## config.mk

```make
export PLATFORM = sky130hd
export DESIGN_NAME = pe_accumulator
export DESIGN_NICKNAME = d
export VERILOG_FILES = /design/src/rtl/pe_accumulator.sv
export SDC_FILE = /design/constraint.sdc
export NUM_CORES = 1
export LEC_CHECK = 0
export CAP_MARGIN = 20
export CELL_PAD_IN_SITES_DETAIL_PLACEMENT = 1
export CELL_PAD_IN_SITES_GLOBAL_PLACEMENT = 1
export CORE_ASPECT_RATIO = 0.6
export CORE_MARGIN = 1
export CORE_UTILIZATION = 37
export CTS_CLUSTER_SIZE = 25
export DETAILED_ROUTE_END_ITERATION = 8
export PLACE_DENSITY = 0.75
export SETUP_SLACK_MARGIN = 0.05
export SLEW_MARGIN = 10
export SYNTH_ARGS = -nofsm -noshare
export SYNTH_HDL_FRONTEND = slang
export SYNTH_SLANG_ARGS = --single-unit
```

## constraint.sdc

```tcl
create_clock -name clk -period 2.8 [get_ports clk]
set_clock_uncertainty 0.15 [all_clocks]
set_input_delay 0.42 -clock clk [delete_from_list [all_inputs] [get_ports clk]]
set_output_delay 0.42 -clock clk [all_outputs]
set_load 0.02 [all_outputs]
```

## src/rtl/pe_accumulator.sv

```systemverilog
// Sums one product segment (closed by in_last or K_MAX terms) and presents the result 1 cycle after the closing beat.
// A held result stalls input until out_ready; define PE_ACC_SAT_EN to saturate on overflow instead of wrapping.
module pe_accumulator #(
  parameter int          WIDTH_MUL = 32,
  parameter int          WIDTH_ACC = 40,
  parameter int unsigned SIGNED    = 0,
  parameter int          K_MAX     = 256,
  parameter int          WIDTH_K   = 9
) (
  input  logic                 clk,
  input  logic                 rst,
  input  logic                 pip_en,
  input  logic                 in_valid,
  output logic                 in_ready,
  input  logic [WIDTH_MUL-1:0] in_data,
  input  logic                 in_last,
  output logic                 out_valid,
  input  logic                 out_ready,
  output logic [WIDTH_ACC-1:0] out_data,
  output logic [WIDTH_K-1:0]   out_count,
  output logic                 out_ovf,
  output logic                 out_trunc,
  output logic                 busy
);

  typedef enum logic [1:0] {IDLE = 2'd0, ACC = 2'd1, HOLD = 2'd2} state_t;

  localparam logic [WIDTH_K-1:0] K_LIM = WIDTH_K'(K_MAX);
  localparam int                 MSB   = WIDTH_ACC - 1;

  state_t               state, state_nxt;
  logic [WIDTH_ACC-1:0] acc, acc_nxt, acc_add, prod_ext, sum;
  logic [WIDTH_K-1:0]   cnt, cnt_nxt;
  logic                 ovf, ovf_nxt, add_ovf, carry;
  logic                 accept, consume, close_seg, trunc_nxt;

  assign prod_ext     = {{(WIDTH_ACC-WIDTH_MUL){(SIGNED != 0) & in_data[WIDTH_MUL-1]}}, in_data};
  assign {carry, sum} = {1'b0, acc} + {1'b0, prod_ext};
  assign add_ovf      = (SIGNED != 0) ? ((acc[MSB] == prod_ext[MSB]) & (sum[MSB] != acc[MSB]))
                                      : carry;

`ifdef PE_ACC_SAT_EN
  // The rail follows the operands' shared sign; unsigned sums can only overflow upward.
  assign acc_add = !add_ovf        ? sum :
                   (SIGNED != 0)   ? {acc[MSB], {MSB{~acc[MSB]}}} : '1;
`else
  assign acc_add = sum;
`endif

  always_ff @(posedge clk) begin
    if (rst) state <= IDLE;
    else     state <= state_nxt;
  end

  // Any accept outside ACC opens a new segment (IDLE, or HOLD while its result drains).
  always_comb begin
    state_nxt = state;
    acc_nxt   = acc;
    cnt_nxt   = cnt;
    ovf_nxt   = ovf;
    close_seg = 1'b0;
    trunc_nxt = 1'b0;
    if (accept) begin
      if (state != ACC) begin
        acc_nxt = prod_ext;
        cnt_nxt = WIDTH_K'(1);
        ovf_nxt = 1'b0;
      end else begin
        acc_nxt = acc_add;
        cnt_nxt = cnt + WIDTH_K'(1);
        ovf_nxt = ovf | add_ovf;
      end
      close_seg = in_last | (cnt_nxt == K_LIM);
      trunc_nxt = ~in_last & (cnt_nxt == K_LIM);
      state_nxt = close_seg ? HOLD : ACC;
    end else if (consume) begin
      state_nxt = IDLE;
    end
  end

  always_comb begin
    in_ready = pip_en & ((state != HOLD) | out_ready);
    busy     = (state != IDLE);
    accept   = in_valid & in_ready;
    consume  = out_valid & out_ready & pip_en;
  end

  always_ff @(posedge clk) begin
    if (rst) begin
      acc       <= '0;
      cnt       <= '0;
      ovf       <= 1'b0;
      out_valid <= 1'b0;
      out_data  <= '0;
      out_count <= '0;
      out_ovf   <= 1'b0;
      out_trunc <= 1'b0;
    end else begin
      if (accept) begin
        acc <= acc_nxt;
        cnt <= close_seg ? '0 : cnt_nxt;
        ovf <= ovf_nxt;
      end
      if (accept && close_seg) begin
        out_valid <= 1'b1;
        out_data  <= acc_nxt;
        out_count <= cnt_nxt;
        out_ovf   <= ovf_nxt;
        out_trunc <= trunc_nxt;
      end else if (consume) begin
        out_valid <= 1'b0;
      end
    end
  end

endmodule
```

* Word level (Yosys, flattened, before mapping)
Index checks and enable logic that the tools add are counted.
** Operators by class
- Reduce and logical (&&, ||, !) cells :: 4
- Bitwise logic cells :: 9
- Add/sub/neg operators :: 2
- Equal/unequal tests :: 3
- Multiplexer cells :: 15
** Operators with widths (count)
- 2-to-1 mux 40 bit :: 2
- adder 40 x 32 -> 41 bit :: 1
- 2-to-1 mux 9 bit :: 4
- adder 9 x 1 -> 9 bit, second input constant :: 1
- == test 9 bit, second input constant :: 1
- 2-to-1 mux 1 bit :: 6
- 2-to-1 mux 2 bit :: 3
- nonzero test 2 bit :: 3
- AND 1 bit :: 5
- OR 1 bit :: 3
- != test 2 x 1 -> 1 bit, second input constant :: 1
- != test 2 bit, second input constant :: 1
- logical AND 1 bit :: 1
- inverter 1 bit :: 1
** Word-level totals
- Bits in registers :: 104
- Logic and storage cells :: 42

* Longest topological paths before layout
Gate-level depths: netlist (run 1).
- Depth in word-level cells :: 10
- Depth in mapped cells :: 11
- Mapped depth without buffers :: 11

* Least setup slack after synthesis (run 1)
OpenSTA, ideal clock, no wires.
- Path type :: input-to-reg
- From :: input port in_data[0]
- To :: register out_data[32]
- Stages :: 11
- Path slack :: -0.245 ns
- Arrival time :: 2.756 ns
- Setup time :: 0.139 ns
- Required time :: 2.511 ns
- Cell sequence :: ha_1 inv_1 fa_1 and2b_1 o2111ai_1 a2111oi_2 o211ai_1 a211oi_1 o21ai_0 nor3b_1 a211oi_1
** Between the ends
- Word-level cells in the longest chain between the ends :: 3
** Ends and longest elaborated chain
- start, declared :: RTL line 15 : input logic [WIDTH_MUL-1:0] in_data,
- adder 40 x 32 -> 41 bit :: RTL line 38 : assign {carry, sum} = {1'b0, acc} + {1'b0, prod_ext};
- 2-to-1 mux 40 bit :: RTL line 64 : if (state != ACC) begin
- 2-to-1 mux 40 bit :: RTL line 63 : if (accept) begin
- end signal, assigned :: RTL line 106 : out_data <= acc_nxt;
- end, declared :: RTL line 19 : output logic [WIDTH_ACC-1:0] out_data,
No other way between the ends.
A chain may end at the register's enable or synchronous reset.

* Final worst setup path (run 1)
- From :: input port in_data[25]
- To :: register out_data[32]
Same word-level chain as after synthesis.

==> results of run 1 <==
worst reg2reg max path: cells and delay by family, from the launching register on:
family | cells | cell delay (ns)
DFF | 1 | 0.36
AOI/OAI and AO/OA | 6 | 1.12
buffers and inverters | 3 | 0.40
adders and majority gates | 2 | 0.51
and+or+nand+nor | 2 | 0.52
power groups by stage:
stage | sequential [W] | combinational, W | clock [W]
2_1_floorplan | 0.00165 | 0.000525 | 0
3_3_place_gp | 0.00161 | 0.00106 | 0
3_5_place_dp | 0.00162 | 0.00111 | 0
4_1_cts | 0.00160 | 0.00124 | 0.00131
5_1_grt | 0.00161 | 0.00149 | 0.00136
6_report | 0.00160 | 0.00142 | 0.00132
synthesized netlist by cell type, types with 17 or more instances:
| library cell | n |
|---|---|
| clkbuf_1 | 32 |
| nor3_1 | 19 |
| nand2_1 | 88 |
| nor2_1 | 62 |
| a21oi_1 | 100 |
| a211oi_1 | 19 |
| dfxtp_1 | 104 |
| ha_1 | 33 |
| o21ai_0 | 67 |
| nand3_1 | 31 |
| a21o_1 | 17 |
| nand4_1 | 17 |
per-layer routing:
layer / GRT usage / vias to the layer above / wire length (um)
met1: 0.425 / 3929 / 13800
met4: 0.0989 / 0 / 833
met5: 0 / - / 0
li1: - / 3472 / -
met2: 0.497 / 337 / 14600
met3: 0.0493 / 75 / 1860
metrics by stage:
step	hold WS [ns]	utilization	power (W)	setup WS (ns)	TNS, ns
3_5_place_dp	0.299	0.517	0.00273	-1.03	-48.46
5_1_grt	0.331	0.613	0.00446	-0.537	-9.56
2_1_floorplan	0.286	-	0.00217	-0.133	-0.372
3_3_place_gp	0.292	0.517	0.00268	-0.908	-40.49
4_1_cts	0.310	0.576	0.00414	-0.179	-2.04
6_report	0.304	0.613	0.00434	-0.401	-5.73
sequential cells by signal (all words and copies together), names as in the netlist, 2 cells and up:
name / flops
out_data: 40
cnt: 9
out_count: 9
acc: 40
state: 2
final cells by class:
type                            instances  area [um2]
Tap cell                              228         285
Inverter                               12        45.0
Fill cell                            1907        6400
Multi-Input combinational cell        643        4940
Timing Repair Buffer                  277        2490
Sequential cell                       104        2100
Clock buffer                            9         225
Clock inverter                          6        51.3
what timing repair did:
item	CTS	global route
endpoints found under the hold margin	0	0
buffers inserted	11	18
endpoints found under the setup margin	83	74
pin swaps	69	49
cloned	0	3
gates resized for setup	128	94
worst paths after layout:
kind / start / cells after the start / to
max: in_data[25] / 11 / out_data[32]
min: out_count[5] / 2 / out_count[5]
max reg2reg: acc[0] / 13 / out_data[36]
min reg2reg: out_count[5] / 2 / out_count[5]
logic make-up after synthesis:
| family | share of synthesized area |
|---|---|
| xor+xnor | 0.0317 |
| simple gates | 0.211 |
| flops | 0.327 |
| compound gates | 0.299 |
| fa+ha+maj | 0.0681 |
| mux | 0.0173 |
| buf+inv | 0.0458 |
==> summary.md, run 1 <==
| Metric | Value |
|---|---|
| Worst VDD drop | `0.331 mV` |
| Synth top area cells | `dfxtp_1, a21oi_1, ha_1` |
| Failing checks | `setup timing` |
| CP bufs+invs | `2` |
| Unique cell type count in the Yosys netlist | `67` |
| Placer congestion estimate | `0.855` |
| Worst-skew pair later-pin latency | `around 0.38 ns` |
| CP delay by family, top | `compound AO/OA/AOI/OAI gates` |
| Required @ worst endpoint | `2.89 ns` |
| Worst setup margin | `-0.401 ns` |
| Startpoint Class | `input pin` |
| Leakage power | `4.01 nW` |
| Root Buffer | `clkbuf_16` |
| CP Data Arrival Time | `3.29 ns` |
| Logic gate share of total power | `0.328` |
| Clock share of power | `0.303` |
| Hold Vio Cnt, Final | `0` |
| R2R setup slack | `-0.37 ns` |
| Total grt overflow | `0` |
| Die H | `between 100 and 150 um` |
| Cell Area, Synth | `6360 um2` |
| Synth area leader | `dfxtp_1` |
| Post-DP HPWL | `around 19,000 um` |
| Avg Cell Area, Syn | `7.84 um2` |
| Nets | `1,119` |
| Vias in the first global route | `between 7,000 and 8,000` |
| Via Count | `7,813` |
| Initial DRT Pass Iterations | `5` |
| RSZ-0062 raised after global routing | `yes` |
| Die W | `171 um` |
| Most common cell after layout, fill and taps aside | `buf_4` |
| Final worst-path cycle share | `1.14` |
| Port bufs | `91` |
| Setup crit end kind | `flip-flop` |
| Sw Share | `0.353` |
| Row count | `36` |
| FF+latch count, synth | `between 100 and 150` |
| Residual DRC | `0` |
| Full die area | `17,700 um2` |
| Worst-path clk slew | `roughly 0.08 ns` |
| Most frequent cells in the layout | `buf_4, dfxtp_1, nand2_1` |
| Number of synthesized flops with an enable pin | `0` |
| Finished Layout Cells | `1,279` |
| Cell count after synthesis | `between 800 and 900` |
| Syn_nets | `883` |
| Final Max Tran Viols | `0` |
| Slew @ Worst Pin | `between 0.7 and 0.8 ns` |
| Pwr dens | `429 nW/um2` |
| Setup Viol. Count Final | `34` |
| Status | `complete, but fails checks` |
| First-pass GRT wire length | `43,100 um` |
| Internal power | `0.00281 W` |
| Cell Area, Placed | `8550 um2` |
| WL final | `31,100 um` |
| IO Pins | `92` |
| Post-CTS Hold Fix Bufs | `0` |
| Slowest CP cell | `clkdlybuf4s50_1` |
| Initial Util | `0.385` |
| Vias/cell | `between 6 and 7` |
| Layout cells sized above 1 | `0.333` |
| Max-Cap Viols | `0` |
| Pin count of the biggest net entering global routing | `56` |
| Critical setup path kind | `input pin to flip-flop` |
| Post-route ant nets | `0` |
| Leading register cell type out of synthesis | `dfxtp_1` |
| Layout area overhead | `59.3%` |
| Slew margin rel. | `0.503` |
| Critical path cell sequence | `clkdlybuf4s50_1 -> ha_1 -> a21oi_1 -> o21ai_0 -> nor2_1 -> and2_1 -> a211oi_2 -> buf_4 -> o21ai_2 -> nor3b_2 -> a211oi_1` |
| Initial antenna violation count | `0` |
| Reg power frac | `0.369` |
| Max frequency | `roughly 0.31 GHz` |
| Final instance area | `~10,000 um2` |
| Core region area | `16,500 um2` |
| Syn. warnings | `0` |
| Net Sw Power | `approximately 0.0015 W` |
| CTS Sinks | `104` |
| Overall routing resource usage | `0.311` |
| CTS tree | `yes` |
| Sequential fraction of the synthesis area | `0.327` |
| Final worst path period need | `roughly 3.2 ns` |
| Asr flop ratio synth | `0` |
| Max FO, Critical Path | `10` |
| Critical Path Max Stage Delay | `0.50 ns` |
| HP Class | `flip-flop to flip-flop` |
| Placed cell count | `1,233` |
| CTS Buf Count | `9` |
| Synth top area share | `0.327` |
| Mean routed wirelength per cell | `24.3 um` |
| H-tree depth | `3` |
| Ant. Diodes | `0` |
| Clk buf depth | `2` |
| 1st-iter DRT viols | `634` |
Note: power is estimated with default switching activity, not from simulation.
==> run 2, diff against run 1 <==
--- a/config.mk
+++ b/config.mk
@@ -11,7 +11,6 @@
 export CORE_ASPECT_RATIO = 0.6
 export CORE_MARGIN = 1
 export CORE_UTILIZATION = 37
-export CTS_CLUSTER_SIZE = 25
 export DETAILED_ROUTE_END_ITERATION = 8
 export PLACE_DENSITY = 0.75
 export SETUP_SLACK_MARGIN = 0.05
==> results of run 2 <==
Same layout as run 1: the final DEF is identical, and so are final timing and power.
